==> src/rtl/fifo_rd_burst_ctrl_pkg.sv <==
// Shared definitions for the FIFO read-side burst sequencer: state encoding,
// default widths and the pop-issue space check.
package fifo_rd_burst_ctrl_pkg;

    localparam int DEF_DATA_WIDTH = 128;
    localparam int DEF_LEN_WIDTH  = 4;

    typedef enum logic [1:0] {
        ST_IDLE  = 2'd0,
        ST_RUN   = 2'd1,
        ST_FLUSH = 2'd2,
        ST_DONE  = 2'd3
    } rd_state_e;

    // A new pop may only be issued when the word it returns is guaranteed a
    // slot: entries held plus the word already in flight, minus the entry
    // leaving this cycle, must stay below the 2-entry buffer depth.
    function automatic logic can_issue(input logic [1:0] occ,
                                       input logic       inflight,
                                       input logic       accept);
        logic [2:0] demand;
        logic [2:0] limit;
        demand = {1'b0, occ} + {2'b00, inflight};
        limit  = 3'd2 + {2'b00, accept};
        return (demand < limit);
    endfunction

endpackage

==> src/rtl/fifo_rd_burst_ctrl_rd_skid_buf.sv <==
// Two-entry in-order buffer between the FIFO read port and the downstream
// handshake. Entry 0 is always the head; a push and a pop in the same cycle
// on a full buffer both take effect and leave the occupancy unchanged.
module rd_skid_buf
    import fifo_rd_burst_ctrl_pkg::*;
#(
    parameter int DATA_WIDTH = DEF_DATA_WIDTH
) (
    input  logic                  RD_CLK,
    input  logic                  nRST,
    input  logic                  push,
    input  logic [DATA_WIDTH-1:0] push_data,
    input  logic                  pop,
    input  logic                  clear,
    output logic [1:0]            occ,
    output logic [DATA_WIDTH-1:0] head_data
);

    logic [DATA_WIDTH-1:0] ent0_q, ent0_d;
    logic [DATA_WIDTH-1:0] ent1_q, ent1_d;
    logic [1:0]            occ_q, occ_d;
    logic                  pop_s;
    logic                  push_s;

    // Next-state for the entries and occupancy from push/pop/clear.
    always_comb begin
        ent0_d = ent0_q;
        ent1_d = ent1_q;
        occ_d  = occ_q;
        pop_s  = pop & (occ_q != 2'd0);
        push_s = push & ((occ_q != 2'd2) | pop_s);
        if (clear) begin
            ent0_d = '0;
            ent1_d = '0;
            occ_d  = 2'd0;
        end else begin
            case ({push_s, pop_s})
                2'b10: begin
                    if (occ_q == 2'd0) begin
                        ent0_d = push_data;
                    end else begin
                        ent1_d = push_data;
                    end
                    occ_d = occ_q + 2'd1;
                end
                2'b01: begin
                    ent0_d = ent1_q;
                    occ_d  = occ_q - 2'd1;
                end
                2'b11: begin
                    if (occ_q == 2'd1) begin
                        ent0_d = push_data;
                    end else begin
                        ent0_d = ent1_q;
                        ent1_d = push_data;
                    end
                end
                default: begin
                    occ_d = occ_q;
                end
            endcase
        end
    end

    // Entry and occupancy registers.
    always_ff @(posedge RD_CLK or negedge nRST) begin
        if (!nRST) begin
            ent0_q <= '0;
            ent1_q <= '0;
            occ_q  <= 2'd0;
        end else begin
            ent0_q <= ent0_d;
            ent1_q <= ent1_d;
            occ_q  <= occ_d;
        end
    end

    assign occ       = occ_q;
    assign head_data = ent0_q;

endmodule

==> src/rtl/fifo_rd_burst_ctrl.sv <==
// Read-side burst sequencer for the refill CDC FIFO. Pops exactly the
// requested number of entries, respecting the one-cycle FIFO read latency,
// and streams them downstream over valid/ready with a last-beat marker and a
// completion pulse. An abort drops buffered and in-flight data.
module fifo_rd_burst_ctrl
    import fifo_rd_burst_ctrl_pkg::*;
#(
    parameter int DATA_WIDTH = DEF_DATA_WIDTH,
    parameter int LEN_WIDTH  = DEF_LEN_WIDTH
) (
    input  logic                  nRST,
    input  logic                  RD_CLK,
    input  logic                  BURST_REQ,
    input  logic [LEN_WIDTH-1:0]  BURST_LEN,
    input  logic                  ABORT,
    output logic                  BUSY,
    input  logic                  FIFO_EMPTY,
    input  logic [DATA_WIDTH-1:0] FIFO_DOUT,
    output logic                  fifo_read,
    output logic                  OUT_VALID,
    input  logic                  OUT_READY,
    output logic [DATA_WIDTH-1:0] OUT_DATA,
    output logic                  OUT_LAST,
    output logic                  BURST_DONE
);

    localparam logic [LEN_WIDTH-1:0] LEN_ONE = {{(LEN_WIDTH-1){1'b0}}, 1'b1};

    rd_state_e             state_q, state_d;
    logic [LEN_WIDTH-1:0]  pops_left_q, pops_left_d;
    logic [LEN_WIDTH-1:0]  beats_left_q, beats_left_d;
    logic                  inflight_q, inflight_d;

    logic [1:0]            occ_s;
    logic [DATA_WIDTH-1:0] head_s;
    logic                  run_s;
    logic                  out_valid_s;
    logic                  accept_s;
    logic                  fifo_read_s;
    logic                  push_s;
    logic                  clear_s;

    // Handshake, pop issue and buffer control for the current cycle.
    always_comb begin
        run_s       = (state_q == ST_RUN);
        out_valid_s = run_s & (occ_s != 2'd0);
        accept_s    = out_valid_s & OUT_READY;
        fifo_read_s = run_s & (pops_left_q != '0) & ~FIFO_EMPTY & ~ABORT &
                      can_issue(occ_s, inflight_q, accept_s);
        // The word returned for an abort-cycle or flush-time pop is dropped.
        push_s      = run_s & inflight_q & ~ABORT;
        clear_s     = run_s & ABORT;
    end

    // Burst FSM next state and counter updates.
    always_comb begin
        state_d      = state_q;
        pops_left_d  = pops_left_q;
        beats_left_d = beats_left_q;
        inflight_d   = fifo_read_s;
        case (state_q)
            ST_IDLE: begin
                if (BURST_REQ) begin
                    if (BURST_LEN != '0) begin
                        pops_left_d  = BURST_LEN;
                        beats_left_d = BURST_LEN;
                        state_d      = ST_RUN;
                    end else begin
                        state_d = ST_DONE;
                    end
                end else begin
                    state_d = ST_IDLE;
                end
            end
            ST_RUN: begin
                if (ABORT) begin
                    pops_left_d  = '0;
                    beats_left_d = '0;
                    state_d      = ST_FLUSH;
                end else begin
                    if (fifo_read_s && (pops_left_q != '0)) begin
                        pops_left_d = pops_left_q - LEN_ONE;
                    end else begin
                        pops_left_d = pops_left_q;
                    end
                    if (accept_s && (beats_left_q != '0)) begin
                        beats_left_d = beats_left_q - LEN_ONE;
                    end else begin
                        beats_left_d = beats_left_q;
                    end
                    if (accept_s && (beats_left_q == LEN_ONE)) begin
                        state_d = ST_DONE;
                    end else begin
                        state_d = ST_RUN;
                    end
                end
            end
            ST_FLUSH: begin
                if (!inflight_q) begin
                    state_d = ST_IDLE;
                end else begin
                    state_d = ST_FLUSH;
                end
            end
            ST_DONE: begin
                state_d = ST_IDLE;
            end
            default: begin
                state_d      = ST_IDLE;
                pops_left_d  = '0;
                beats_left_d = '0;
            end
        endcase
    end

    // FSM state, counters and in-flight pop flag.
    always_ff @(posedge RD_CLK or negedge nRST) begin
        if (!nRST) begin
            state_q      <= ST_IDLE;
            pops_left_q  <= '0;
            beats_left_q <= '0;
            inflight_q   <= 1'b0;
        end else begin
            state_q      <= state_d;
            pops_left_q  <= pops_left_d;
            beats_left_q <= beats_left_d;
            inflight_q   <= inflight_d;
        end
    end

    rd_skid_buf #(
        .DATA_WIDTH (DATA_WIDTH)
    ) u_skid (
        .RD_CLK    (RD_CLK),
        .nRST      (nRST),
        .push      (push_s),
        .push_data (FIFO_DOUT),
        .pop       (accept_s),
        .clear     (clear_s),
        .occ       (occ_s),
        .head_data (head_s)
    );

    assign fifo_read  = fifo_read_s;
    assign OUT_VALID  = out_valid_s;
    assign OUT_DATA   = head_s;
    assign OUT_LAST   = out_valid_s & (beats_left_q == LEN_ONE);
    assign BUSY       = (state_q != ST_IDLE);
    assign BURST_DONE = (state_q == ST_DONE);

endmodule

==> config.mk <==
export PLATFORM = sky130hd
export DESIGN_NAME = fifo_rd_burst_ctrl
export DESIGN_NICKNAME = d
export VERILOG_FILES = /design/src/rtl/fifo_rd_burst_ctrl_pkg.sv /design/src/rtl/fifo_rd_burst_ctrl_rd_skid_buf.sv /design/src/rtl/fifo_rd_burst_ctrl.sv
export SDC_FILE = /design/constraint.sdc
export NUM_CORES = 1
export LEC_CHECK = 0
export CORE_MARGIN = 8
export CORE_UTILIZATION = 27
export DETAILED_ROUTE_END_ITERATION = 12
export GPL_TIMING_DRIVEN = 0
export PLACE_DENSITY_LB_ADDON = 0.12
export RECOVER_POWER = 25
export SYNTH_ARGS = -nofsm -noshare
export SYNTH_HDL_FRONTEND = slang
export SYNTH_SLANG_ARGS = --single-unit
==> constraint.sdc <==
create_clock -name RD_CLK -period 1.9 [get_ports RD_CLK]
set_input_delay 0.19 -clock RD_CLK [delete_from_list [all_inputs] [get_ports RD_CLK]]
set_output_delay 0.19 -clock RD_CLK [all_outputs]
set_load 0.1 [all_outputs]
==> flow_results.org, run 1 <==
** Layout
- Relative to the synthesized area, the layout overhead comes to 67.2%.
- In the final layout, the share of cells above drive strength 1 is 0.417.
- Final-layout fill cell count :: 4314
- Net count, final :: 1664
- Final standard cell utilization of the core :: 0.455

** Detailed routing
- The first detailed-routing pass ran for 4 iterations.
- Remaining routing DRC violations :: 0
- Detailed-route vias per instance :: 5.05
- Summing over every cut layer, the via total after detailed routing is 10800.
- In the final routed layout, each cell accounts on average for 22.9 um.
- Number of violations reported at the end of detailed-routing iteration 0 :: 479
- Residual antenna-violating net count after detailed routing :: 0
- Drt total wl :: 49200 um

** Critical path
- Counting both buffers and inverters, the worst setup path holds a total of 1.
- Counting cells, the worst reg-to-reg path comes to 11.
- The critical path crosses 6 cells after its start point.
- Slowest library cell on the worst path :: sky130_fd_sc_hd__dfrtp_2
- Of all nets on the critical path, the largest fanout is 2.
- In this run the critical register-to-register path is launched from u_skid.occ[0].
- Critical Path RT :: 1710 ps
- For the worst setup path, the data arrival time is 2330 ps.
- Cell family with most CP delay :: compound AO/OA/AOI/OAI gates
- Category of the most critical setup path :: flip-flop to output pin
- The worst setup path is captured at an output pin.
- In this design, the stage delay of the slowest critical-path cell is 430 ps.
- CP most frequent cell :: sky130_fd_sc_hd__ha_4
- STA classifies the critical path startpoint as a flip-flop.
- Crit-path cells :: ha_4, ha_4, a211o_1, a21oi_2, nor3b_4, buf_12
- Critical path startpoint :: inflight_q

** Die
- Area of the die :: 53800 sq um
- Number of placed I/O pins :: 271
- Core ar. :: 46300 sq um
- For this configuration, the core starts out at a cell density of 0.272.
- The initialized floorplan defines 79 standard-cell rows.
- Vertical die dimension :: 232 um
- The die is 232 um wide.

** Clock tree
- Clock slew at reported path FFs :: 60 ps
- Worst skew pair latency :: 540 ps
- Number of buffers created by CTS :: 35
- Clock tree from TritonCTS :: yes
- Root buffer cell :: sky130_fd_sc_hd__clkbuf_16
- Counting along the longest clock path gives a buffer depth of 3.
- Total number of H-tree levels :: 2
- Clock tree synthesis found a total of 269 sinks.

** Global routing
- Global routing finished with a remaining overflow of 0.
- First-pass GRT wire length :: 72900 um
- Number of global-route vias before repair :: 11600
- Pin count of the biggest net entering global routing :: 105
- Number of antenna violations at the first check in global routing :: 3
- Busiest layer in global routing :: met2
- In the global route stage, met3 resource usage came out at 0.0348.
- For this run, global-route usage on met2 was measured as 0.293.
- Total routing usage reported by global routing :: 0.174
- For met1 alone, demand over resource in global routing was 0.228.

** Synth
- The share of the Yosys chip area taken by registers is 0.535.
- Syn_nets :: 1276
- The most common cell in the synthesized netlist is sky130_fd_sc_hd__dfrtp_1.
- In the synthesized netlist, the cells that appear most often are 269 x sky130_fd_sc_hd__dfrtp_1, 133 x sky130_fd_sc_hd__nand2_1, 130 x sky130_fd_sc_hd__mux2i_1.
- Yosys printed 0 warnings.
- Most common flop cell mapped by yosys :: sky130_fd_sc_hd__dfrtp_1
- Each instance of the synthesized netlist takes up on average 11.2 sq um.
- Summed over all instances, the cell type with the most area after synthesis is sky130_fd_sc_hd__dfrtp_1.
- Count of cell types in the netlist :: 44
- FF+latch count, synth :: 269
- Synth async-reset ratio :: 1.00
- Counting flops with a built-in enable in the synthesized netlist gives 0.
- Portion of synthesized cell area occupied by the leading cell type :: 0.535
- Synthesis handed over a netlist of 1128 instances.
- After synthesis the cells add up to 12600 sq um.
- In the post-synthesis netlist, the biggest area contributors are sky130_fd_sc_hd__dfrtp_1 53%, sky130_fd_sc_hd__mux2i_1 10%, sky130_fd_sc_hd__o2bb2ai_1 9.0%, sky130_fd_sc_hd__o31ai_1 7.7%, sky130_fd_sc_hd__o21ai_0 4.0%.

** Pwr
- Of the total power, the clock network draws 0.156.
- The share of total power dissipated in sequential elements is 0.258.
- The analysis attributes to cell leakage a power of 8.39 nW.
- Power Internal :: 19.8 mW
- Sw Pwr :: 21.4 mW
- The worst-case IR drop observed on VDD is 1.62 mV.
- Combinational power share :: 0.586
- For this design the ratio of total power to cell area is 1960 nW/um^2.
- Of the total power, the share spent switching nets is 0.519.

** Job
- Max-cap violation count :: 1

** Timing
- Top achievable clock speed :: 0.397 GHz
- Final clock period utilization by the worst path :: 1.33
- Min cycle time layout :: 2520 ps
- Least-Margin Pin Slew :: 1550 ps
- Aggregate negative setup slack :: -67950 ps
- The worst pin sits at a relative slew slack of -0.0351.
- Setup slack on the critical path of the routed design comes to -622 ps.
- Worst Hold Margin :: 219 ps
- Setup repair after global routing missed its margin :: yes
- Hold Vio Cnt, Final :: 0
- Setup violations remaining at the end of the flow were counted as 266.
- Max-slew violations :: 103
- The clock arrives with 14.6 ps of skew.

** Min path
- Cell depth of the worst hold path :: 3
- Hold wc startpoint :: FIFO_DOUT[28]
- Worst hold path type :: primary input to flip-flop

** Placement
- Summed over all nets, the half-perimeter wirelength after detailed placement is 31300 um.
- Placer's final routability congestion estimate :: 0.785
- Worst Setup Slack post-DPL :: -1150 ps
- In this run the tool buffered the top-level ports with 270 buffer cells.

** Outcome
- Run status :: finished with violations
- The checks that failed: max-capacitance violations, max-slew violations, negative setup slack.
[area by class of cell]
cell class	count	area [sq um]	area share
Multi-Input combinational cell	733	6960	0.331
Sequential cell	269	6730	0.320
Timing Repair Buffer	357	4240	0.202
Buffer	110	1210	0.0577
Clock buffer	49	1030	0.0489
Tap cell	607	759	0.0361
Clock inverter	10	70.1	0.00333
Inverter	10	40.0	0.00190
Antenna cell	1	2.50	0.000119
[logic make-up after synthesis]
logic type	Yosys count	synth area share
buf+inv	126	0.0546
compound gates	416	0.233
flops	269	0.535
mux	134	0.107
fa+ha+maj	10	0.00994
simple gates	173	0.0604
[power groups by stage]
| stage | combinational (mW) | sequential, mW | clock [mW] |
|---|---|---|---|
| after floorplan | 5.46 | 19.7 | 0 |
| after global placement | 20.7 | 10.2 | 0 |
| after detailed placement | 20.8 | 10.1 | 0 |
| after CTS | 23.0 | 10.4 | 6.64 |
| after global routing | 25.2 | 11.0 | 6.83 |
| final | 24.2 | 10.6 | 6.43 |
[worst reg2reg max path, stage by stage, from the launching register on]
cell	delay, ps
sky130_fd_sc_hd__dfrtp_1	400
sky130_fd_sc_hd__buf_6	130
sky130_fd_sc_hd__inv_4	40
sky130_fd_sc_hd__ha_4	160
sky130_fd_sc_hd__nand4bb_4	250
sky130_fd_sc_hd__buf_6	160
sky130_fd_sc_hd__a21oi_4	180
sky130_fd_sc_hd__buf_12	170
sky130_fd_sc_hd__buf_16	170
sky130_fd_sc_hd__buf_12	160
sky130_fd_sc_hd__mux2i_4	230
sky130_fd_sc_hd__o2bb2ai_1	80
[per-stage QoR]
step / std cells / total power [mW] / instance area [sq um]
3_5_place_dp: 2007 / 30.9 / 16200
4_1_cts: 2132 / 40.0 / 20000
3_3_place_gp: 2005 / 30.9 / 16100
5_1_grt: 2146 / 43.1 / 21000
2_1_floorplan: 1128 / 25.2 / 12700
6_report: 2146 / 41.2 / 21000
[metal layers]
metal / wire (um) / up-vias
met1: 21900 / 5515
met4: 984 / 2
met3: 2210 / 61
met2: 24100 / 233
li1: - / 5020
met5: 8 / -
[path summary, 6_finish.rpt]
| check | to | slack (ps) |
|---|---|---|
| min in group asynchronous | u_skid.head_data[69] | 610 |
| setup reg to reg | u_skid.head_data[85] | -320 |
| setup / recovery | fifo_read | -620 |
| max in group asynchronous | u_skid.head_data[114] | 120 |
| hold reg to reg | u_skid.head_data[31] | 480 |
| hold / removal | u_skid.ent1_q[28] | 220 |
[flip-flops by register name, summed over array words and instances (netlist names)]
signal	flops
u_skid.ent1_q	128
u_skid.head_data	128
beats_left_q	4
pops_left_q	4
state_q	2
u_skid.occ	2
inflight_q	1
[timing repair]
action	in CTS	in global routing
endpoints found under the setup margin	398	270
pin swaps	19	38
gates resized for setup	906	187
hold buffers	1	0
gates cloned	24	11
endpoints found under the hold margin	102	0
setup buffers	45	18
[layout by cell type, fill, tap and decap left out, types with 21 or more instances in the layout]
| master | count |
|---|---|
| sky130_fd_sc_hd__buf_12 | 30 |
| sky130_fd_sc_hd__buf_2 | 21 |
| sky130_fd_sc_hd__buf_4 | 38 |
| sky130_fd_sc_hd__buf_6 | 32 |
| sky130_fd_sc_hd__clkbuf_1 | 25 |
| sky130_fd_sc_hd__clkbuf_16 | 60 |
| sky130_fd_sc_hd__clkdlybuf4s15_2 | 128 |
| sky130_fd_sc_hd__clkdlybuf4s50_1 | 136 |
| sky130_fd_sc_hd__dfrtp_1 | 267 |
| sky130_fd_sc_hd__mux2i_1 | 99 |
| sky130_fd_sc_hd__nand2_1 | 132 |
| sky130_fd_sc_hd__o21ai_2 | 94 |
| sky130_fd_sc_hd__o21ai_4 | 35 |
| sky130_fd_sc_hd__o2bb2ai_1 | 114 |
| sky130_fd_sc_hd__o31ai_1 | 57 |
| sky130_fd_sc_hd__o31ai_2 | 53 |
No activity file was read; power rests on OpenSTA's default activity.
==> run 2: changes to the inputs <==
--- a/config.mk
+++ b/config.mk
@@ -11,6 +11,7 @@
 export GPL_TIMING_DRIVEN = 0
 export PLACE_DENSITY_LB_ADDON = 0.12
 export RECOVER_POWER = 25
+export SLEW_MARGIN = 40
 export SYNTH_ARGS = -nofsm -noshare
 export SYNTH_HDL_FRONTEND = slang
 export SYNTH_SLANG_ARGS = --single-unit
==> run 2 against run 1 <==
Compared with the run above:
- the run ends with negative setup slack left
- wire length fell by 0.35%
- count of clock-buffer cells in the layout grew 5
- power is 0.76% lower
- critical path type unchanged
- flip-flop and latch count is the same
==> flow_results.org, run 2 (synthesis gave the netlist of run 1 again) <==
** Critical path
- Worst endpoint data arrival time :: 2310 ps
- Kind of capture point of the worst setup path :: output pin
- Critical Path Source Type :: flip-flop
- For the worst setup path, the data required time is 1710 ps.
- Number of cell instances on the worst register-to-register path :: 12
- Category of the most critical setup path :: flip-flop to output pin
- Crit Path Max Fanout :: 2

** Placement
- The wire-length estimate of the detail-placed layout is 31700 um.
- Number of I/O port buffers :: 270
- Worst Setup Slack post-DPL :: -787 ps
- After detailed placement, the design holds a cell count of 2009.
- The congestion estimate from routability-driven global placement came to 0.785.

** Detailed routing
- Residual antenna-violating net count after detailed routing :: 0
- For this block, the routed nets add up to 49000 um of wire.
- The routed layout has 10800 vias.
- Drt wl/cell :: 22.7 um
- Number of violations reported at the end of detailed-routing iteration 0 :: 536
- DRT Pass-1 Iters :: 4
- Remaining routing DRC violations :: 0
- Detailed-route vias per instance :: 5.00

** Global routing
- Number of antenna violations at the first check in global routing :: 2
- The first global-routing pass estimated 71300 um of wire.
- The number of global-route vias before repair is 11200.
- Entering global routing, the biggest net connects 64 pins.
- In the global route stage, overall resource usage came out at 0.170.
- GRT Residual Overflow :: 0

** Layout
- Highest-count cells in the layout ignoring fill and taps :: 267 x sky130_fd_sc_hd__dfrtp_1, 156 x sky130_fd_sc_hd__buf_2, 136 x sky130_fd_sc_hd__clkdlybuf4s50_1
- Synth-to-Final Area Change :: 63.6%
- Flip-flop and latch area :: 6730 sq um
- Share of cells above drive strength 1 :: 0.422
- Leading cell type in the layout, fill and taps excluded :: sky130_fd_sc_hd__dfrtp_1
- Summing all multi-input logic gate instances after layout gives 7110 sq um.
- In the final design database the tool counted 1672 nets.
- The layout has 4321 filler cells.
- Post-route non-filler standard cell count :: 2155

** Timing
- Max-slew violations :: 0
- For the finished layout, the period the worst path requires is 2500 ps.
- Setup repair after global routing missed its margin :: yes
- Final worst clock skew :: 19.6 ps
- The number of hold-slack violations in the final timing report came to 0.
- Dividing the final minimum period by the clock period gives 1.31.
- Aggregate negative setup slack :: -56430 ps
- Setup violations remaining at the end of the flow were counted as 265.
- Measured against its own limit, the worst slew margin works out to 0.325.
- At the pin with the least slew margin, the transition time is 1010 ps.
- After layout, the worst setup slack is -598 ps.
- Top achievable clock speed :: 0.400 GHz

** Die
- Measured along the x axis, the die boundary spans 232 um.
- 271 I/O pins were placed.
- Area of the die :: 53800 sq um
- Core ar. :: 46300 sq um
- Vertical die dimension :: 232 um
- Core Rows :: 79
- Starting density of the core :: 0.272

** Pwr
- Standby leakage power :: 8.64 nW
- Dividing total power by cell area gives a power density of 1990 nW/um^2.
- Highest ir drop seen on vdd :: 1.39 mV

** Clock tree
- Clock latency on the worst-skew pair, taken at its later pin, is 540 ps.
- Clock tree from TritonCTS :: yes
- The clock net in this run drives a total of 269 sinks.
- The clock tree synthesis step divided the H-tree into 2 levels.
- Max clock buf depth :: 3
- Number of buffers created by CTS :: 35
- Root buffer cell :: sky130_fd_sc_hd__clkbuf_16
- Clock-pin slew was measured on the worst setup and hold paths at 60 ps.

** Min path
- Cell depth of the worst hold path :: 3
- The min-delay analysis places its worst path in the category primary input to flip-flop.

** Outcome
- Failing checks :: negative setup slack
- The run finished, with violations left.

** Job
- Across the run, the number of max-cap violations was 0.
==> run 2: final timing paths <==
kind | from | to | slack [ps]
worst max-delay path | u_skid.occ[0] | fifo_read | -600
worst max register to register | u_skid.occ[0] | u_skid.head_data[71] | -380
worst min-delay path | FIFO_DOUT[93] | u_skid.ent1_q[93] | 220
worst min register to register | u_skid.head_data[97] | u_skid.head_data[97] | 480
min in group asynchronous | nRST | u_skid.ent1_q[73] | 360
max in group asynchronous | nRST | u_skid.ent1_q[116] | 60
==> run 2: timing repair <==
action	in CTS	in global routing
endpoints found under the hold margin	213	0
resized for setup	316	391
setup buffers	27	42
cloned	14	20
hold buffers	1	0
setup endpoints to repair	270	270
pin swaps	21	39
==> run 2: report_power, final <==
part	total (mW)	leakage (nW)	internal, mW	switching [mW]
Clock	6.84	0.565	4.14	2.70
Combinational	23.5	4.59	6.75	16.7
Sequential	10.6	3.48	8.52	2.11
Total	40.9	8.64	19.4	21.5
==> run 2: cell type report <==
cell class              count  share of cell area
multi-input cells         733               0.345
flip-flops and latches    269               0.327
repair buffers            368               0.181
clock buffers              54              0.0519
plain buffers             107              0.0508
well taps                 607              0.0369
clock inverters             6             0.00486
inverters                  10             0.00194
diodes                      1            0.000121
==> run 2: critical path: stages (launching register included) <==
cell                      delay (ps)
sky130_fd_sc_hd__dfrtp_1         400
sky130_fd_sc_hd__ha_2            210
sky130_fd_sc_hd__ha_4            210
sky130_fd_sc_hd__a211o_1         300
sky130_fd_sc_hd__a21oi_2         140
sky130_fd_sc_hd__nor3b_4         290
sky130_fd_sc_hd__buf_12          210
==> run 2: per-stage QoR <==
step / instance area [sq um] / hold WS (ps) / total power [mW] / utilization
after floorplan: 12700 / -106 / 25.2 / -
after CTS: 18500 / 110 / 38.5 / 0.399
after global placement: 16100 / 471 / 30.9 / 0.348
after detailed placement: 15600 / 107 / 29.6 / 0.337
final: 20600 / 223 / 40.9 / 0.445
after global routing: 20600 / 209 / 42.8 / 0.445
==> run 2: routing by layer <==
layer	share of wire	vias up	GRT usage
met5	0.00018	-	0
met4	0.021	2	0.0476
met3	0.045	53	0.0342
met2	0.49	241	0.281
met1	0.44	5421	0.225
li1	-	5054	-
==> run 3: changes to the inputs <==
--- a/config.mk
+++ b/config.mk
@@ -7,6 +7,7 @@
 export LEC_CHECK = 0
 export CORE_MARGIN = 8
 export CORE_UTILIZATION = 27
+export CTS_CLUSTER_DIAMETER = 100
 export DETAILED_ROUTE_END_ITERATION = 12
 export GPL_TIMING_DRIVEN = 0
 export PLACE_DENSITY_LB_ADDON = 0.12
==> results of run 3 <==
Final layout, timing and power as in run 2 (identical DEF).
==> RTL edit 1: new RTL, flow settings as in run 1 <==
The 4 states of `rd_state_e` get a one-hot encoding in 4 bits.
--- a/src/rtl/fifo_rd_burst_ctrl_pkg.sv
+++ b/src/rtl/fifo_rd_burst_ctrl_pkg.sv
@@ -6,9 +6,9 @@
     localparam int DEF_LEN_WIDTH  = 4;
 
-    typedef enum logic [1:0] {
-        ST_IDLE  = 2'd0,
-        ST_RUN   = 2'd1,
-        ST_FLUSH = 2'd2,
-        ST_DONE  = 2'd3
+    typedef enum logic [3:0] {
+        ST_IDLE  = 4'b0001,
+        ST_RUN   = 4'b0010,
+        ST_FLUSH = 4'b0100,
+        ST_DONE  = 4'b1000
     } rd_state_e;
 
Formal check against the unedited RTL: same outputs for any inputs over 4 cycles, from zero or initial values and one cycle with nRST low; so few cycles prove little.
==> RTL edit 1 against run 1 <==
- routed wire length fell by 23%
- total power down 19%
- critical path depth shrank 1
- setup slack gained 0.11 ns
- the run ends with negative setup slack left
- sequential share of layout area is 7.4 points higher
- maximum frequency rose by 4.6%
- design area shrank 18%
- area after synthesis shrank 8.4%
- clock skew hardly changed
- sequential cell count increased by 2
- largest power group unchanged
==> RTL edit 1: results (changes against run 1) <==
outcome:
  violations: "negative setup slack"
  outcome: "complete, but fails checks"
detailed_routing:
  drt-initial-drc-count: 468  # -2.3%
  wl_met3_mm: 2.81  # +28%
  dr_wl_met2_mm: 16.8  # -30%
  wl_met1_mm: 17.7  # -19%
  vias_per_cell: 4.75  # -5.9%
sta:
  setup_viol: 382  # +44%
  final_max_slew_viol_count: 0  # -100%
  fin_ws_ns: -0.510  # +0.112 ns
pwr:
  switching_power_uw: 17100  # -20%
  clockPowerShare_pct: 20.7  # +5.1 points
  p_comb_uw: 18000  # -26%
  irDropWorstVdd_v: 0.00121  # -26%
  leakagePower_uw: 0.00849  # +1.1%
synth:
  synth-seq-area-share_pct: 58.8  # +5.4 points
  synth_commonest_cells: "270 x dfrtp_1, 134 x nand2_1, 130 x mux2i_1, 128 x a22o_1, 121 x o21ai_1"
  ys_top_cells_by_area: "dfrtp_1 59%, mux2i_1 11%, a22o_1 9.7%"
  yosysUniqueCellTypes: 49  # +11%
  synthesis.nets: 1121  # -12%
  synth-compound-area-share_pct: 17.8  # -5.5 points
  synth-xor-area-share_pct: 0.0760  # +0.076 points
  synth_mux_area_share_pct: 11.6  # +0.89 points
grt:
  met1_usage_pct: 20.0  # -2.9 points
  grt_max_degree: 108  # +2.9%
  grt_pass1_wl_mm: 59.5  # -18%
  grtUsageMet2_pct: 23.4  # -6.0 points
place:
  pre_cts_ws_ns: -1.29  # -0.133 ns
  dpl.hpwl_mm: 25.2  # -19%
  gp_congestion: 0.756  # -3.7%
worst_setup_path:
  slowest_stage: "or4b_4"
  crit_path_max_fanout: 5  # +3
final_layout:
  insertedDiodeCount: 0  # -1
  fillerInstances: 4096  # -5.1%
clock_tree:
  post_cts_resized: 171  # -81%
  cts_made_buffers: 34  # -2.9%
-- RTL edit 1: final timing paths --
path,startpoint,end,cells past startpoint
setup / recovery,state_q[0]$_DFF_PN1_,fifo_read,5
hold / removal,FIFO_DOUT[116],u_skid.ent1_q[116]$_DFFE_PN0P_,2
setup reg to reg,state_q[0]$_DFF_PN1_,u_skid.head_data[74]$_DFFE_PN0P_,7
hold reg to reg,u_skid.head_data[57]$_DFFE_PN0P_,u_skid.head_data[57]$_DFFE_PN0P_,2
max in group asynchronous,nRST,u_skid.head_data[102]$_DFFE_PN0P_,3
min in group asynchronous,nRST,u_skid.head_data[49]$_DFFE_PN0P_,2
-- RTL edit 1: metrics by stage --
step / cell area [µm²] / std cells / hold slack [ns] / total power (µW) / TNS (ns)
global placement: 15000 / 1781 / 0.466 / 25900 / -3514.35
finish: 17200 / 1886 / 0.292 / 33200 / -109.79
floorplan: 11700 / 973 / -0.106 / 21300 / -36.68
CTS: 17100 / 1876 / 0.255 / 33600 / -151.25
detailed placement: 15100 / 1783 / 0.278 / 25900 / -230.82
global route: 17200 / 1886 / 0.271 / 34700 / -157.52
-- RTL edit 1: cell type report --
type / count / share of cell area [%]
inverter: 12 / 0.262
tap: 539 / 3.92
timing repair buffer: 316 / 19.7
clock inverter: 14 / 1.18
clock buffer: 47 / 5.75
buffer: 73 / 4.02
sequential: 271 / 39.4
multi-input combinational: 614 / 25.8
-- RTL edit 1: kinds of logic (layout without fill, tap and decap cells) --
| kind of cell | count (synthesis) | after routing |
|---|---|---|
| AO/OA/AOI/OAI | 297 | 297 |
| XOR/XNOR | 1 | 1 |
| adder cells (fa/ha/maj) | 10 | 10 |
| buffers and inverters | 88 | 462 |
| flip-flops | 271 | 271 |
| multiplexers | 133 | 133 |
| AND/OR/NAND/NOR | 173 | 173 |
==> RTL edit 2: new RTL, settings of run 1 <==
Made on the original files. Set the package constant `DEF_LEN_WIDTH` to 2 (it was 4).
--- a/src/rtl/fifo_rd_burst_ctrl_pkg.sv
+++ b/src/rtl/fifo_rd_burst_ctrl_pkg.sv
@@ -4,5 +4,5 @@
 
     localparam int DEF_DATA_WIDTH = 128;
-    localparam int DEF_LEN_WIDTH  = 4;
+    localparam int DEF_LEN_WIDTH  = 2;
 
     typedef enum logic [1:0] {
Interface: changed (resized BURST_LEN); port bits go from 271 to 269. No check against the original RTL was run, so the function may have changed too.
==> RTL edit 2 against run 1 <==
- the run ends with negative setup slack left
- sequential power is 25% lower
- via count is 24% lower
- setup slack better by 0.41 ns
- first-iteration DRC count is 1.7% lower
- largest cell class is now flip-flops and latches
- clock skew is 0.0034 ns higher
- design area is 19% lower
- highest routed layer unchanged
- routed wire length is 25% lower
- total power is 22% lower
- area after synthesis is 11% lower
- sequential cell count is 4 lower
- clock power is 9.5% higher
==> RTL edit 2: results (changes against run 1) <==
final_layout:
  multi_input_area_share_pct: 24.4  # -8.6 points
  layout-drive-gt1-share_pct: 28.9  # -13 points
  fillerInstances: 3816  # -12%
  multi_input_cells: 450  # -39%
grt:
  grt_max_degree: 106  # +0.95%
  antenna_found_initial: 7  # +4
  grtUsageMet3_pct: 5.32  # +1.8 points
  first_global_vias: 8970  # -23%
  met1_usage_pct: 19.9  # -3.0 points
detailed_routing:
  dr.pass1.iters: 6  # +2
  dr_wl_met2_mm: 16.4  # -32%
  wl_per_cell_um: 21.6  # -5.9%
  vias_per_cell: 4.83  # -4.2%
  wl_met3_mm: 2.87  # +30%
  drt-initial-drc-count: 471  # -1.7%
pwr:
  p_int_uw: 16100  # -19%
  leakagePower_uw: 0.00720  # -14%
place:
  io_buffers: 268  # -0.74%
  dpl_cell_area_mm2: 0.0146  # -9.6%
  pre_cts_ws_ns: -0.898  # +0.255 ns
synth:
  synth_mux_area_share_pct: 11.9  # +1.2 points
  yosysUniqueCellTypes: 35  # -20%
  synth_commonest_cells: "265 x dfrtp_1, 128 x a22o_1, 128 x mux2i_1, 128 x o2bb2ai_1, 28 x clkbuf_1"
  synthAdderAreaFrac_pct: 0.894  # -0.099 points
  synth-compound-area-share_pct: 21.3  # -2.0 points
worst_setup_path:
  slowest_stage: "dfrtp_1"
  crit_family: "simple AND/OR/NAND/NOR gates"
sta:
  setup_viol: 258  # -3.0%
  final_max_slew_viol_count: 0  # -100%
  fin_ws_ns: -0.214  # +0.408 ns
  whs_ns: 0.295  # +0.0756 ns
outcome:
  violations: "negative setup slack"
  outcome: "complete, but fails checks"
==> RTL edit 2: path summary, 6_finish.rpt <==
path	end	from	cells after the start
max	u_skid.ent1_q[80]$_DFFE_PN0P_	u_skid.occ[0]$_DFFE_PN0P_	8
min in group asynchronous	u_skid.head_data[11]$_DFFE_PN0P_	nRST	2
max in group asynchronous	u_skid.ent1_q[81]$_DFFE_PN0P_	nRST	3
min reg2reg	u_skid.head_data[29]$_DFFE_PN0P_	u_skid.head_data[29]$_DFFE_PN0P_	1
min	u_skid.ent1_q[31]$_DFFE_PN0P_	FIFO_DOUT[31]	2
max reg2reg	u_skid.ent1_q[80]$_DFFE_PN0P_	u_skid.occ[0]$_DFFE_PN0P_	8
==> RTL edit 2: power groups by stage <==
stage | registers (µW) | clock network, µW | logic (µW)
6_report | 7970 | 7040 | 17100
3_3_place_gp | 8110 | 0 | 16600
5_1_grt | 8150 | 7500 | 17800
4_1_cts | 7990 | 7260 | 17300
2_1_floorplan | 16900 | 0 | 3210
3_5_place_dp | 8060 | 0 | 16600
